## config.mk

```make
export PLATFORM = sky130hd
export DESIGN_NAME = seg_scan_display
export DESIGN_NICKNAME = d
export VERILOG_FILES = /design/src/rtl/seg_scan_display.sv
export SDC_FILE = /design/constraint.sdc
export NUM_CORES = 1
export LEC_CHECK = 0
export BUFFER_PORTS_ARGS = -buffer_cell sky130_fd_sc_hd__buf_2
export CORE_MARGIN = 4
export CORE_UTILIZATION = 30
export CTS_CLUSTER_SIZE = 14
export DETAILED_ROUTE_END_ITERATION = 10
export GPL_TIMING_DRIVEN = 0
export PLACE_DENSITY = 0.48
export SETUP_SLACK_MARGIN = 0.4
export SKIP_CTS_REPAIR_TIMING = 1
export SKIP_LAST_GASP = 1
export SYNTH_ARGS = -nofsm -noshare
export SYNTH_HDL_FRONTEND = slang
export SYNTH_SLANG_ARGS = --single-unit
```

## constraint.sdc

```tcl
create_clock -name clk -period 2.7 [get_ports clk]
set_clock_uncertainty 0.2 [all_clocks]
set_input_delay 0.27 -clock clk [delete_from_list [all_inputs] [get_ports clk]]
set_output_delay 0.27 -clock clk [all_outputs]
set_load 0.005 [all_outputs]
```

## src/rtl/seg_scan_display.sv

```systemverilog
// seg_scan_display
//   Multiplexed N-digit hex seven-segment driver. A shadow register takes
//   value on load. The display buffer copies the shadow only at a frame
//   boundary, so a frame is never drawn from two different values. The
//   digits share one segment bus, and each digit is driven in turn.
//   The first cycle of every digit slot is dead time, with all anodes off,
//   to avoid ghosting. All outputs are registered and show the
//   scan state of the previous cycle.
// Ports
//   clk, reset_n   : clock (rising edge), async active-low reset. The release
//                    is expected to be synchronous to clk.
//   value, load    : hex nibbles (digit 0 rightmost) and capture strobe
//   digit_en       : per-digit enable, sampled live
//   blink          : per-digit blink request, sampled live
//   lz_blank       : leading-zero suppression, sampled live
//   segments       : g..a, bit 0 = a, polarity set by SEG_ACTIVE_LOW
//   anodes         : per-digit drive, polarity set by AN_ACTIVE_LOW
//   frame_tick     : 1-cycle pulse on the first output cycle of each frame
//                    after the initial one
module seg_scan_display #(
  parameter int NUM_DIGITS     = 4,
  parameter int CLK_DIV        = 50000,
  parameter int BLINK_DIV      = 64,
  parameter bit SEG_ACTIVE_LOW = 1'b1,
  parameter bit AN_ACTIVE_LOW  = 1'b1
) (
  input  logic                    clk,
  input  logic                    reset_n,
  input  logic [4*NUM_DIGITS-1:0] value,
  input  logic                    load,
  input  logic [NUM_DIGITS-1:0]   digit_en,
  input  logic [NUM_DIGITS-1:0]   blink,
  input  logic                    lz_blank,
  output logic [6:0]              segments,
  output logic [NUM_DIGITS-1:0]   anodes,
  output logic                    frame_tick
);
  localparam int PW = (CLK_DIV > 1)    ? $clog2(CLK_DIV)    : 1;
  localparam int IW = (NUM_DIGITS > 1) ? $clog2(NUM_DIGITS) : 1;
  localparam int FW = (BLINK_DIV > 1)  ? $clog2(BLINK_DIV)  : 1;
  localparam logic [PW-1:0] P_LAST = PW'(CLK_DIV - 1);
  localparam logic [IW-1:0] I_LAST = IW'(NUM_DIGITS - 1);
  localparam logic [FW-1:0] F_LAST = FW'(BLINK_DIV - 1);
  localparam logic [6:0]            SEG_OFF = {7{SEG_ACTIVE_LOW}};
  localparam logic [NUM_DIGITS-1:0] AN_OFF  = {NUM_DIGITS{AN_ACTIVE_LOW}};

  logic [PW-1:0]           p;
  logic [IW-1:0]           idx;
  logic [FW-1:0]           fcnt;
  logic                    blink_phase;
  logic                    started;      // set once the first frame wraps
  logic [4*NUM_DIGITS-1:0] shadow, buffer;

  // Active-high hex glyphs, g..a.
  function automatic logic [6:0] glyph(input logic [3:0] n);
    case (n)
      4'h0: glyph = 7'h3F;  4'h1: glyph = 7'h06;
      4'h2: glyph = 7'h5B;  4'h3: glyph = 7'h4F;
      4'h4: glyph = 7'h66;  4'h5: glyph = 7'h6D;
      4'h6: glyph = 7'h7D;  4'h7: glyph = 7'h07;
      4'h8: glyph = 7'h7F;  4'h9: glyph = 7'h6F;
      4'hA: glyph = 7'h77;  4'hB: glyph = 7'h7C;
      4'hC: glyph = 7'h39;  4'hD: glyph = 7'h5E;
      4'hE: glyph = 7'h79;  default: glyph = 7'h71;
    endcase
  endfunction

  // hi_zero[k]: nibble k and every higher nibble are zero.
  logic [NUM_DIGITS-1:0] hi_zero, lit;
  for (genvar k = 0; k < NUM_DIGITS; k++) begin : g_dig
    logic nz;
    assign nz = (buffer[4*k +: 4] == 4'h0);
    if (k == NUM_DIGITS - 1) begin : g_top
      assign hi_zero[k] = nz;
    end else begin : g_low
      assign hi_zero[k] = nz & hi_zero[k+1];
    end
    // Digit 0 is never blanked as a leading zero, so a value of 0 still shows "0".
    assign lit[k] = digit_en[k] & ~(blink[k] & blink_phase)
                  & ~(lz_blank & hi_zero[k] & (k != 0));
  end

  logic slot_end, frame_end;
  logic [6:0] seg_on;
  assign slot_end  = (p == P_LAST);
  assign frame_end = slot_end && (idx == I_LAST);
  assign seg_on    = glyph(buffer[4*idx +: 4]) ^ SEG_OFF;

  always_ff @(posedge clk or negedge reset_n) begin
    if (!reset_n) begin
      p           <= '0;
      idx         <= '0;
      fcnt        <= '0;
      blink_phase <= 1'b0;
      started     <= 1'b0;
      shadow      <= '0;
      buffer      <= '0;
      segments    <= SEG_OFF;
      anodes      <= AN_OFF;
      frame_tick  <= 1'b0;
    end else begin
      if (load) shadow <= value;
      p <= slot_end ? '0 : p + 1'b1;
      if (slot_end) idx <= (idx == I_LAST) ? '0 : idx + 1'b1;
      if (frame_end) begin
        // A load on the boundary edge goes straight into the new frame.
        buffer  <= load ? value : shadow;
        started <= 1'b1;
        if (fcnt == F_LAST) begin
          fcnt        <= '0;
          blink_phase <= ~blink_phase;
        end else begin
          fcnt <= fcnt + 1'b1;
        end
      end
      frame_tick <= (p == '0) && (idx == '0) && started;
      if (p == '0) begin
        segments <= SEG_OFF;
        anodes   <= AN_OFF;
      end else begin
        anodes   <= AN_OFF ^ (NUM_DIGITS'(1) << idx);
        segments <= lit[idx] ? seg_on : SEG_OFF;
      end
    end
  end
endmodule

```

---- After elaboration in Yosys (flattened, before gate mapping) ----
Memories as Yosys holds them, arrays and structs flattened.
Cells that the tools add are included.
storage, ports and cells
  register bits ........................... 70
  bits in read-only memories .............. 112
  bits of input ports ..................... 28
  word-level logic and storage cells ...... 64
  memories ................................ 1
memories
  memory           words  bits a word  rd ports  clocked after memory_dff  wr ports  RTL line  RTL
  (no name shown)  16     7            1         0                         0         56        case (n)
cells by class
  add/subtract/negate cells ............... 3
  order comparisons ....................... 1
  equal/unequal tests ..................... 3
  shift-type cells ........................ 2
  multiplexer cells ....................... 9
  bitwise operators ....................... 26
  reductions and logical operators ........ 9
operators by type and width
  cell                     count
  $mux W16                 2
  $add A16 B1 Y16 const B  1
  $and A1 B1 Y1            16
  $eq A16 B16 Y1 const B   1
  $logic_not A16 Y1        1
  $shiftx A16 B5 Y4        1
  $mux W7                  2
  $logic_not A4 Y1         3
  $not A1 Y1               8
  $not A7 Y7               1
  $add A6 B1 Y6 const B    1
  $eq A6 B6 Y1 const B     1
  $mux W6                  1
  $mux W4                  1
  $not A4 Y4               1
  $shl A1 B2 Y4 const A    1
  $logic_and A1 B1 Y1      3
  $lt A2 B3 Y1 const B     1
  $add A2 B1 Y2 const B    1
  $bmux W1 S2              1
  $eq A2 B2 Y1 const B     1
  $logic_not A2 Y1         1
  $mux W2                  1
  $reduce_and A2 Y1        1
  $mux W1                  1

---- Longest topological paths before layout ----
Gate-level depths: netlist (run 1).
  depth in word-level cells ............... 10
  mapped depth ............................ 7

---- Worst setup path before layout (run 1) ----
OpenSTA, ideal clock, no wires.
  path kind ............................... reg2reg
  from .................................... register idx[1]
  to ...................................... register segments[0]
  arrival ................................. 2,220 ps
  required time ........................... 2,389 ps
  setup slack ............................. 169 ps
  cell stages (with the launch flop) ...... 8
  buffers on the path ..................... 1
  cells stage by stage .................... dfrtp_1 -> buf_2 -> mux4_2 -> inv_1 -> ha_1 -> mux2i_1 -> a22o_1 -> o311ai_0
on the way
  longest elaborated chain between the ends .. 5
  elaborated cells on any way between the ends .. 7
  classes of those cells .................. shift: 1; mux: 4; bitwise: 1; memory: 1
RTL lines
  item                    RTL line  RTL
  start, declared         48        logic [IW-1:0] idx;
  start signal, assigned  104       if (slot_end) idx <= (idx == I_LAST) ? '0 : idx + 1'b1;
  $shiftx A16 B5 Y4       87        assign seg_on = glyph(buffer[4*idx +: 4]) ^ SEG_OFF;
  $mem_v2 Z16 W7          -
  $not A7 Y7 (no line)    -
  $mux W7 (*)             122       segments <= lit[idx] ? seg_on : SEG_OFF;
  $mux W7 (*)             117       if (p == '0) begin
  end signal, assigned    122
  end, declared           34        output logic [6:0] segments,
Mark *: on every way between the ends. The rest lies on a longest branch, timed or not. The select of a mux whose other input is x is not followed.
A chain may end at the register's enable or synchronous reset.

---- Worst setup path after layout (run 1) ----
Ends and elaborated chain as after synthesis.

==> qor.yml, run 1 <==
cts:
  cts_max_level: 3
  clk_latency_ns: 0.33
  cts.root.buffer_cell: "clkbuf_16"
  tritoncts: "done"
  cts-buffers-inserted: 9
  clkTransAtPathRegs_ns: 0.06
  cts_sinks: 70
  cts_buffer_depth: 2
outcome:
  violations: "hold timing"
  status: "complete, but fails checks"
sta:
  worst_pin_slew_ns: 0.563
  holdWs_ns: -0.00287
  rsz0062_at_grt: "yes"
  final-max-slew-violation-count: 0
  finalHoldViolCount: 1
  tns_ns: 0
  fmax_mhz: 440
  period_minus_slack_ns: 2.27
  fin_crit_sh_pct: 84.2
  slew_headroom_pct: 62.1
  finalSetupViolCount: 0
worst_setup_path:
  required_ns: 2.73
  worstSetupEndpointType: "register"
  r2r-start: "idx[1]"
  crit_path_start_kind: "register"
  cp_max_fo: 8
  crit_start: "idx[1]"
  endpoint: "segments[0]"
  arrival_ns: 2.31
  r2r_end: "segments[0]"
  ff2ff_path_depth: 7
  path_class: "reg2reg"
  rrSetupSlack_ns: 0.43
layout:
  postLayoutCoreUtil_pct: 38.8
  drive_gt1_share_pct: 38.1
  syn_to_final_growth_pct: 25.7
  fin_nets: 398
  diodes: 0
  fill_cells: 1111
synthesis:
  mappedNetlistNets: 330
  avgSynthCellArea_um2: 12.2
  postSynthCellCount: 289
  synth_top_area_share_pct: 41.7
  synth_seq_cells: 70
  synth_area_um2: 3540
  synthTopCellsByArea: "dfrtp_1 42%, dfstp_2 8.2%, mux2_4 7.2%"
  ys_seq_area_share_pct: 49.9
  synthArstFlopShare_pct: 100
  synth.distinct_cells: 48
  synth_top_cell_by_area: "dfrtp_1"
  synth-main-ff-cell: "dfrtp_1"
  yosysWarnings: 0
  synth-edff-count: 0
grt:
  use_met3_pct: 2.49
  use_met1_pct: 16.8
  grt-busiest-layer: "met1"
  antenna_found_initial: 0
  grt.total_usage_pct: 11.4
  grt-ovfl-total: 0
  grt_pass1_wl_mm: 12.1
  grt_pass1_vias: 2319
  grt_max_degree: 71
  grtUsageMet2_pct: 15.7
floorplanning:
  rows: 39
  dieArea_um2: 13600
  core_um2: 11500
  start_util_pct: 30.8
  io-pin-count: 40
  die_w_um: 117
  die_h_um: 117
power_and_ir_drop:
  leakage_nw: 2.02
  pwr-share-comb_pct: 7.6
  p_seq_share_pct: 44.7
  p_clk_share_pct: 47.7
  swShare_pct: 23.1
  internal_power_mw: 1.93
  power_density_nw_per_um2: 564
  power.switching_uw: 578
  vdd.ir_drop.worst_uv: 293
detailed_routing:
  via_per_inst: 4.80
  drc_errors: 0
  detail-route-antenna-nets: 0
  routed_wl_mm: 7.30
  drt_iter0_drc: 116
  firstDrtPassIters: 4
  vias: 2422
  avgRoutedWirePerCell_um: 14.5
placement:
  dp_hpwl_mm: 5.22
  portBuffers: 38
  gp_congestion: 0.744
hold_path:
  hp-start: "value[13]"
  hold_path.class: "in2reg"
run:
  max_cap_viol_count: 0
cells in the final DEF, fill, tap and decap left out, types with 7 or more instances in the layout:
cell / count
buf_2: 39
dlygate4sd3_1: 8
buf_4: 11
dfstp_2: 11
inv_1: 10
nand3_1: 14
ha_1: 11
nand4_1: 9
dfrtp_1: 58
xnor2_1: 7
nand2_1: 15
nor2_1: 17
mux2_4: 17
mux2_2: 19
clkbuf_16: 9
xor2_1: 8
worst min-delay path by stage:
stage / endpoint / cells past startpoint
after global routing: shadow[2] / 2
after floorplan: blink_phase / 0
final: shadow[13] / 2
after global placement: fcnt[4] / 1
after detailed placement: p[11] / 2
after CTS: p[11] / 2
layer usage:
layer	part of all wire [%]	up-vias
met4	2.2	0
met5	0	-
met3	5.9	11
met1	52	1168
met2	40	61
li1	-	1182
registers in the layout (all words and copies together), names as in the netlist, 2 cells and up:
register  count
shadow       16
anodes        4
buffer       16
idx           2
fcnt          6
p            16
segments      7
cell type report:
| cell class | count | area (µm²) | area share (%) |
|---|---|---|---|
| tap | 143 | 179 | 4.02 |
| multi-input combinational | 196 | 1670 | 37.5 |
| sequential | 70 | 1770 | 39.7 |
| inverter | 11 | 43.8 | 0.985 |
| buffer | 12 | 110 | 2.48 |
| timing repair buffer | 57 | 375 | 8.44 |
| clock inverter | 7 | 77.6 | 1.74 |
| clock buffer | 9 | 225 | 5.06 |
through the flow:
stage / power (mW) / cells / hold WS (ns) / setup WS [ns] / cell area (µm²)
floorplan: 1.23 / 289 / -0.226 / 0.451 / 3560
global placement: 1.31 / 470 / 0.272 / 0.101 / 3930
detailed placement: 1.32 / 471 / 0.112 / 0.140 / 3960
CTS: 2.53 / 487 / -0.244 / 0.113 / 4260
global route: 2.62 / 505 / 0.000103 / 0.354 / 4450
finish: 2.51 / 505 / -0.00287 / 0.427 / 4450
power groups by stage:
| stage | clock network [mW] | registers (mW) | logic (mW) |
|---|---|---|---|
| 6_report | 1.20 | 1.12 | 0.191 |
| 4_1_cts | 1.23 | 1.12 | 0.179 |
| 5_1_grt | 1.28 | 1.12 | 0.214 |
| 3_3_place_gp | 0 | 1.14 | 0.171 |
| 2_1_floorplan | 0 | 1.13 | 0.101 |
| 3_5_place_dp | 0 | 1.14 | 0.177 |
Yosys cell counts, drive strengths merged, types with 3 or more instances:
cell type / instances
dfrtp: 59
mux2: 36
nor2: 17
nand2: 15
nand3: 14
ha: 13
dfstp: 11
inv: 11
nand4: 10
buf: 8
xor2: 8
o21ai: 7
xnor2: 7
mux2i: 6
a21oi: 5
and3: 5
nor3: 5
mux4: 4
nor4: 4
and2: 3
clkbuf: 3
nand2b: 3
nand3b: 3
nor2b: 3
nor3b: 3
o211ai: 3
worst max-delay path, stage by stage, from the launching register on:
cell and delay, ns:
dfrtp_2 0.43, buf_8 0.15, mux4_2 0.59, inv_4 0.12, ha_4 0.17, mux2i_1 0.07, a22o_1 0.24, o311ai_2 0.21
cells by family after synthesis:
family / after synthesis / synth area share (%)
and+or+nand+nor: 94 / 14.9
DFF: 70 / 49.9
muxes: 46 / 17.5
AOI/OAI and AO/OA: 28 / 5.45
buffers and inverters: 23 / 3.96
xor gates and xnor gates: 15 / 3.71
adders and majority gates: 13 / 4.60
Power figures use the tool's default switching activity.
==> inputs of run 2 (changes only) <==
- ABC_AREA: not set -> 1
- clock period: 2.7 -> 2 ns (I/O delays scaled with it)
==> qor.yml, run 2 <==
outcome:
  status: "completed"
floorplanning:
  io-pin-count: 40  # unchanged
  start_util_pct: 31.0  # +0.15 points
  rows: 39  # unchanged
  dieArea_um2: 13800  # +1.2%
  die_h_um: 117  # +0.62%
  core_um2: 11600  # +0.85%
  die_w_um: 117  # +0.62%
sta:
  worst_pin_slew_ns: 0.884  # +0.321 ns
  fin_crit_sh_pct: 94.3  # +10 points
  slew_headroom_pct: 41.1  # -21 points
  final-max-slew-violation-count: 0  # unchanged
  holdWs_ns: 0.0692  # +0.0720 ns
  period_minus_slack_ns: 1.89  # -0.387 ns
  rsz0062_at_grt: "yes"
  finalSetupViolCount: 0  # unchanged
  finalHoldViolCount: 0  # -1
  tns_ns: 0  # unchanged
  fmax_mhz: 530  # +21%
synthesis:
  synth-edff-count: 0  # unchanged
  synth_seq_cells: 70  # unchanged
  synthTopCellsByArea: "dfrtp_1 41%, nand2_1 14%, dfstp_2 8.1%"
  synthMostInstantiatedCell: "nand2_1"
  synth-main-ff-cell: "dfrtp_1"
  synthTopCellsByCount: "135 x nand2_1, 59 x dfrtp_1, 42 x inv_1, 38 x nand3_1, 37 x nor2_1"
  synthArstFlopShare_pct: 100  # unchanged
  avgSynthCellArea_um2: 8.38  # -32%
  postSynthCellCount: 428  # +48%
  yosysWarnings: 0  # unchanged
  ys_seq_area_share_pct: 49.2  # -0.66 points
  synth_top_area_share_pct: 41.2  # -0.55 points
  synth_area_um2: 3580  # +1.3%
  synth.distinct_cells: 29  # -40%
  mappedNetlistNets: 469  # +42%
  synth_top_cell_by_area: "dfrtp_1"
cts:
  clkTransAtPathRegs_ns: 0.06  # about the same
  clk_latency_ns: 0.33  # about the same
  cts_sinks: 70  # unchanged
  cts_max_level: 3  # unchanged
  cts_buffer_depth: 2  # unchanged
  tritoncts: "done"
  cts.root.buffer_cell: "clkbuf_16"
  cts-buffers-inserted: 9  # unchanged
detailed_routing:
  detail-route-antenna-nets: 0  # unchanged
  avgRoutedWirePerCell_um: 13.6  # -6.0%
  drc_errors: 0  # unchanged
  routed_wl_mm: 9.35  # +28%
  firstDrtPassIters: 5  # +1
  via_per_inst: 4.65  # -3.1%
  drt_iter0_drc: 188  # +62%
  vias: 3199  # +32%
worst_setup_path:
  ff2ff_path_depth: 11  # +4
  path_class: "reg2reg"
  required_ns: 2.05  # -0.68 ns
  worstSetupEndpointType: "register"
  cp_cell_sequence: "inv_4 -> buf_8 -> nand2_2 -> nand3_2 -> nand2_4 -> ha_4 -> nand3_4 -> nand3_2 -> nand2_1 -> nor2_1 -> nand2_1"
  slowest_stage: "dfrtp_2"
  crit_path_start_kind: "register"
  rrSetupSlack_ns: 0.11  # -0.31 ns
  cp_num_buf_inv: 2  # unchanged
  arrival_ns: 1.93  # -0.38 ns
  cpPeakStageDelay_ns: 0.46  # -0.13 ns
  cp_top_family: "simple AND/OR/NAND/NOR gates"
  r2r-start: "idx[0]"
  cp_max_fo: 6  # -2
  r2r_end: "segments[3]"
grt:
  use_met1_pct: 15.4  # -1.4 points
  grt-ovfl-total: 0  # unchanged
  grt_pass1_wl_mm: 13.6  # +12%
  grt_pass1_vias: 2778  # +20%
  use_met3_pct: 2.65  # +0.16 points
  grt.total_usage_pct: 12.1  # +0.70 points
  grt-busiest-layer: "met2"
  antenna_found_initial: 0  # unchanged
  grtUsageMet2_pct: 20.0  # +4.3 points
  grt_max_degree: 71  # unchanged
hold_path:
  hold_depth: 2  # unchanged
  hp-start: "load"
  worstHoldEndpoint: "shadow[5]"
  hold_path.class: "in2reg"
placement:
  dp_hpwl_mm: 5.74  # +10%
  dp.cells: 609  # +29%
  portBuffers: 38  # unchanged
  gp_congestion: 0.828  # +11%
layout:
  layout_common_cells: "125 x nand2_1, 54 x dfrtp_1, 40 x buf_2, 36 x buf_4, 35 x inv_1"
  diodes: 0  # unchanged
  final_cells: 688  # +36%
  reg_top3: "buffer x16, p x16, shadow x16"
  drive_gt1_share_pct: 39.4  # +1.3 points
  syn_to_final_growth_pct: 51.1
  fin_nets: 581  # +46%
  final_common_cell: "nand2_1"
power_and_ir_drop:
  leakage_nw: 2.52  # +25%
  power_density_nw_per_um2: 645  # +14%
  vdd.ir_drop.worst_uv: 429  # +47%
  p_total_mw: 3.49  # +39%
run:
  max_cap_viol_count: 0  # unchanged
run 2: cell count changes in the layout (fill, tap and decap cells not counted), sizes merged, moves of 5 or more:
| cell | delta |
|---|---|
| buf | +32 |
| dlygate4sd3 | +9 |
| inv | +28 |
| mux2 | -20 |
| mux2i | -6 |
| nand2 | +121 |
| nand3 | +24 |
| nand4 | -8 |
| nor2 | +20 |
| nor3 | +6 |
| o21ai | +14 |
| xnor2 | -5 |
run 2: routing by layer:
| layer | routed length, µm | vias to the layer above |
|---|---|---|
| met3 | 384 | 14 |
| met2 | 4840 | 84 |
| met1 | 3970 | 1509 |
| met5 | 0 | - |
| met4 | 151 | 0 |
| li1 | - | 1592 |
run 2: power breakdown:
part | internal (mW) | switching [mW] | total, mW
logic | 0.0756 | 0.0698 | 0.145
clock network | 1.29 | 0.600 | 1.89
registers | 1.46 | 0.00772 | 1.46
run 2: through the flow:
stage / area (µm²) / util, % / setup WS (ns)
6_report: 5420 / 46.8 / 0.114
5_1_grt: 5420 / 46.8 / -0.000236
4_1_cts: 4380 / 37.9 / -0.0601
3_5_place_dp: 4020 / 34.8 / -0.0256
3_3_place_gp: 4020 / 34.8 / -0.0299
2_1_floorplan: 3650 / - / 0.259
run 2: cells by family (layout without fill, tap and decap cells):
| group | count (synthesis) | after routing | synth area share, % |
|---|---|---|---|
| AND/OR/NAND/NOR | 231 | 231 | 27.2 |
| flip-flops | 70 | 70 | 49.2 |
| buffers and inverters | 53 | 170 | 6.32 |
| AO/OA/AOI/OAI | 33 | 33 | 4.78 |
| multiplexers | 16 | 16 | 5.03 |
| adder cells (fa/ha/maj) | 13 | 13 | 4.54 |
| XOR/XNOR | 12 | 12 | 2.93 |
run 2: area by class of cell:
type	count	area [µm²]
plain buffers	10	129
fillers	1064	6150
inverters	43	184
flip-flops and latches	70	1770
clock inverters	5	105
repair buffers	101	807
well taps	143	179
multi-input cells	305	1990
clock buffers	11	253
run 2: worst max-delay path by stage:
stage	end	cells after the start	start	slack (ns)
after detailed placement	segments[3]	11	idx[0]	-0.03
after floorplan	segments[3]	11	idx[0]	0.26
final	segments[3]	11	idx[0]	0.11
after global routing	segments[3]	11	idx[0]	-0.0002
after CTS	segments[3]	11	idx[0]	-0.06
after global placement	buffer[10]	6	idx[0]	-0.03
==> inputs of run 3 (changes only) <==
- CORE_MARGIN: 4 -> 5
- SLEW_MARGIN: not set -> 20
==> qor.yml, run 3 (synthesis results as in run 2) <==
cts:
  tritoncts: "done"
  cts.root.buffer_cell: "clkbuf_16"
  cts_max_level: 3  # unchanged
  cts-buffers-inserted: 9  # unchanged
  clkTransAtPathRegs_ns: 0.06  # about the same
  clk_latency_ns: 0.33  # about the same
  cts_sinks: 70  # unchanged
  cts_buffer_depth: 2  # unchanged
grt:
  grt.total_usage_pct: 11.7  # -0.37 points
  grt-ovfl-total: 0  # unchanged
  use_met1_pct: 16.3  # +0.95 points
  use_met3_pct: 2.09  # -0.56 points
  grt_pass1_wl_mm: 13.5  # -0.20%
  grtUsageMet2_pct: 17.8  # -2.2 points
  grt_max_degree: 54  # -24%
  antenna_found_initial: 0  # unchanged
  grt_pass1_vias: 2744  # -1.2%
  grt-busiest-layer: "met2"
worst_setup_path:
  path_class: "reg2reg"
  arrival_ns: 1.89  # -0.04 ns
  crit_path_start_kind: "register"
  rrSetupSlack_ns: 0.16  # +0.05 ns
  cpPeakStageDelay_ns: 0.45  # about the same
  worstSetupEndpointType: "register"
  required_ns: 2.05  # about the same
  ff2ff_path_depth: 11  # unchanged
  r2r_end: "segments[3]"
  slowest_stage: "dfrtp_2"
  cp_max_fo: 6  # unchanged
  cp_cell_sequence: "inv_4 -> buf_8 -> nand2_4 -> nand3_4 -> nand2_8 -> ha_4 -> nand3_4 -> nand3_2 -> nand2_1 -> nor2_1 -> nand2_1"
  crit_start: "idx[0]"
  r2r-start: "idx[0]"
hold_path:
  worstHoldEndpoint: "shadow[15]"
  hp-start: "load"
  hold_depth: 2  # unchanged
  hold_path.class: "in2reg"
sta:
  slew_headroom_pct: 77.0  # +36 points
  rsz0062_at_grt: "yes"
  fin_ws_ns: 0.163  # +0.0482 ns
  period_minus_slack_ns: 1.84  # -0.0482 ns
  worst_pin_slew_ns: 0.344  # -0.539 ns
  fmax_mhz: 544  # +2.6%
  finalSetupViolCount: 0  # unchanged
  fin_crit_sh_pct: 91.9  # -2.4 points
  final-max-slew-violation-count: 0  # unchanged
  finalHoldViolCount: 0  # unchanged
detailed_routing:
  routed_wl_mm: 9.07  # -3.0%
  firstDrtPassIters: 4  # -1
  drt_iter0_drc: 148  # -21%
  vias: 3139  # -1.9%
  drc_errors: 0  # unchanged
  avgRoutedWirePerCell_um: 13.3  # -1.8%
  via_per_inst: 4.62  # -0.72%
  detail-route-antenna-nets: 0  # unchanged
power_and_ir_drop:
  power_density_nw_per_um2: 642  # -0.50%
  leakage_nw: 2.39  # -5.2%
  vdd.ir_drop.worst_uv: 412  # -4.1%
floorplanning:
  core_um2: 11900  # +2.6%
  io-pin-count: 40  # unchanged
  die_h_um: 119  # +1.7%
  start_util_pct: 30.2  # -0.77 points
  die_w_um: 119  # +1.7%
  rows: 40  # +2.6%
  dieArea_um2: 14200  # +3.4%
placement:
  gp_congestion: 0.855  # +3.2%
  dp_hpwl_mm: 5.95  # +3.7%
  dp_slack_ns: -0.0423  # -0.0167 ns
  portBuffers: 38  # unchanged
  dp.cells: 614  # +0.82%
layout:
  reg_top3: "buffer x16, p x16, shadow x16"
  syn_to_final_growth_pct: 44.2
  drive_gt1_share_pct: 35.6  # -3.8 points
  fin_nets: 569  # -2.1%
  layout_common_cells: "125 x nand2_1, 52 x dfrtp_1, 39 x buf_2, 36 x inv_1, 31 x nor2_1"
  postLayoutCoreUtil_pct: 43.6  # -3.3 points
  final_cells: 680  # -1.2%
  final_common_cell: "nand2_1"
  diodes: 0  # unchanged
outcome:
  status: "completed"
run:
  max_cap_viol_count: 0  # unchanged
==> run 3: worst max path at each step <==
stage | to | cells past startpoint | slack (ns)
3_3_place_gp | buffer[10] | 6 | -0.02
3_5_place_dp | buffer[10] | 7 | -0.04
5_1_grt | segments[0] | 12 | 0.10
6_report | segments[3] | 11 | 0.16
2_1_floorplan | segments[3] | 11 | 0.26
4_1_cts | segments[3] | 11 | -0.05
==> run 3: critical path, delay by kind of cell, from the launching register on <==
family,cells,cell delay (ns)
fa+ha+maj,1,0.28
buf+inv,2,0.23
flops,1,0.45
simple gates,8,0.59
==> run 3: cell type report <==
| cell class | instances | area, µm² |
|---|---|---|
| Fill cell | 1149 | 6690 |
| Clock buffer | 10 | 229 |
| Inverter | 43 | 179 |
| Sequential cell | 70 | 1770 |
| Clock inverter | 6 | 86.3 |
| Multi-Input combinational cell | 305 | 1920 |
| Timing Repair Buffer | 89 | 662 |
| Tap cell | 147 | 184 |
| Buffer | 10 | 129 |
==> run 3: per-stage QoR <==
| stage | total power, mW | hold slack, ns | TNS, ns | area, µm² |
|---|---|---|---|---|
| 2_1_floorplan | 1.54 | -0.296 | 0 | 3650 |
| 3_3_place_gp | 1.61 | 0.254 | -0.0380 | 4030 |
| 3_5_place_dp | 1.62 | -0.0979 | -0.0866 | 4060 |
| 4_1_cts | 3.33 | -0.452 | -0.160 | 4370 |
| 5_1_grt | 3.45 | 0.0850 | 0 | 5170 |
| 6_report | 3.32 | 0.0586 | 0 | 5170 |
==> run 3: report_power, final <==
group | leakage [nW] | total (mW) | switching (mW) | internal, mW
Combinational | 1.44 | 0.150 | 0.0690 | 0.0811
Clock | 0.152 | 1.70 | 0.613 | 1.09
Sequential | 0.798 | 1.46 | 0.00833 | 1.46
==> run 3: per-layer routing <==
layer	vias to the layer above	share of wire [%]
met3	13	3.0
met5	-	0
met4	0	1.7
met2	64	49
met1	1496	46
li1	1566	-
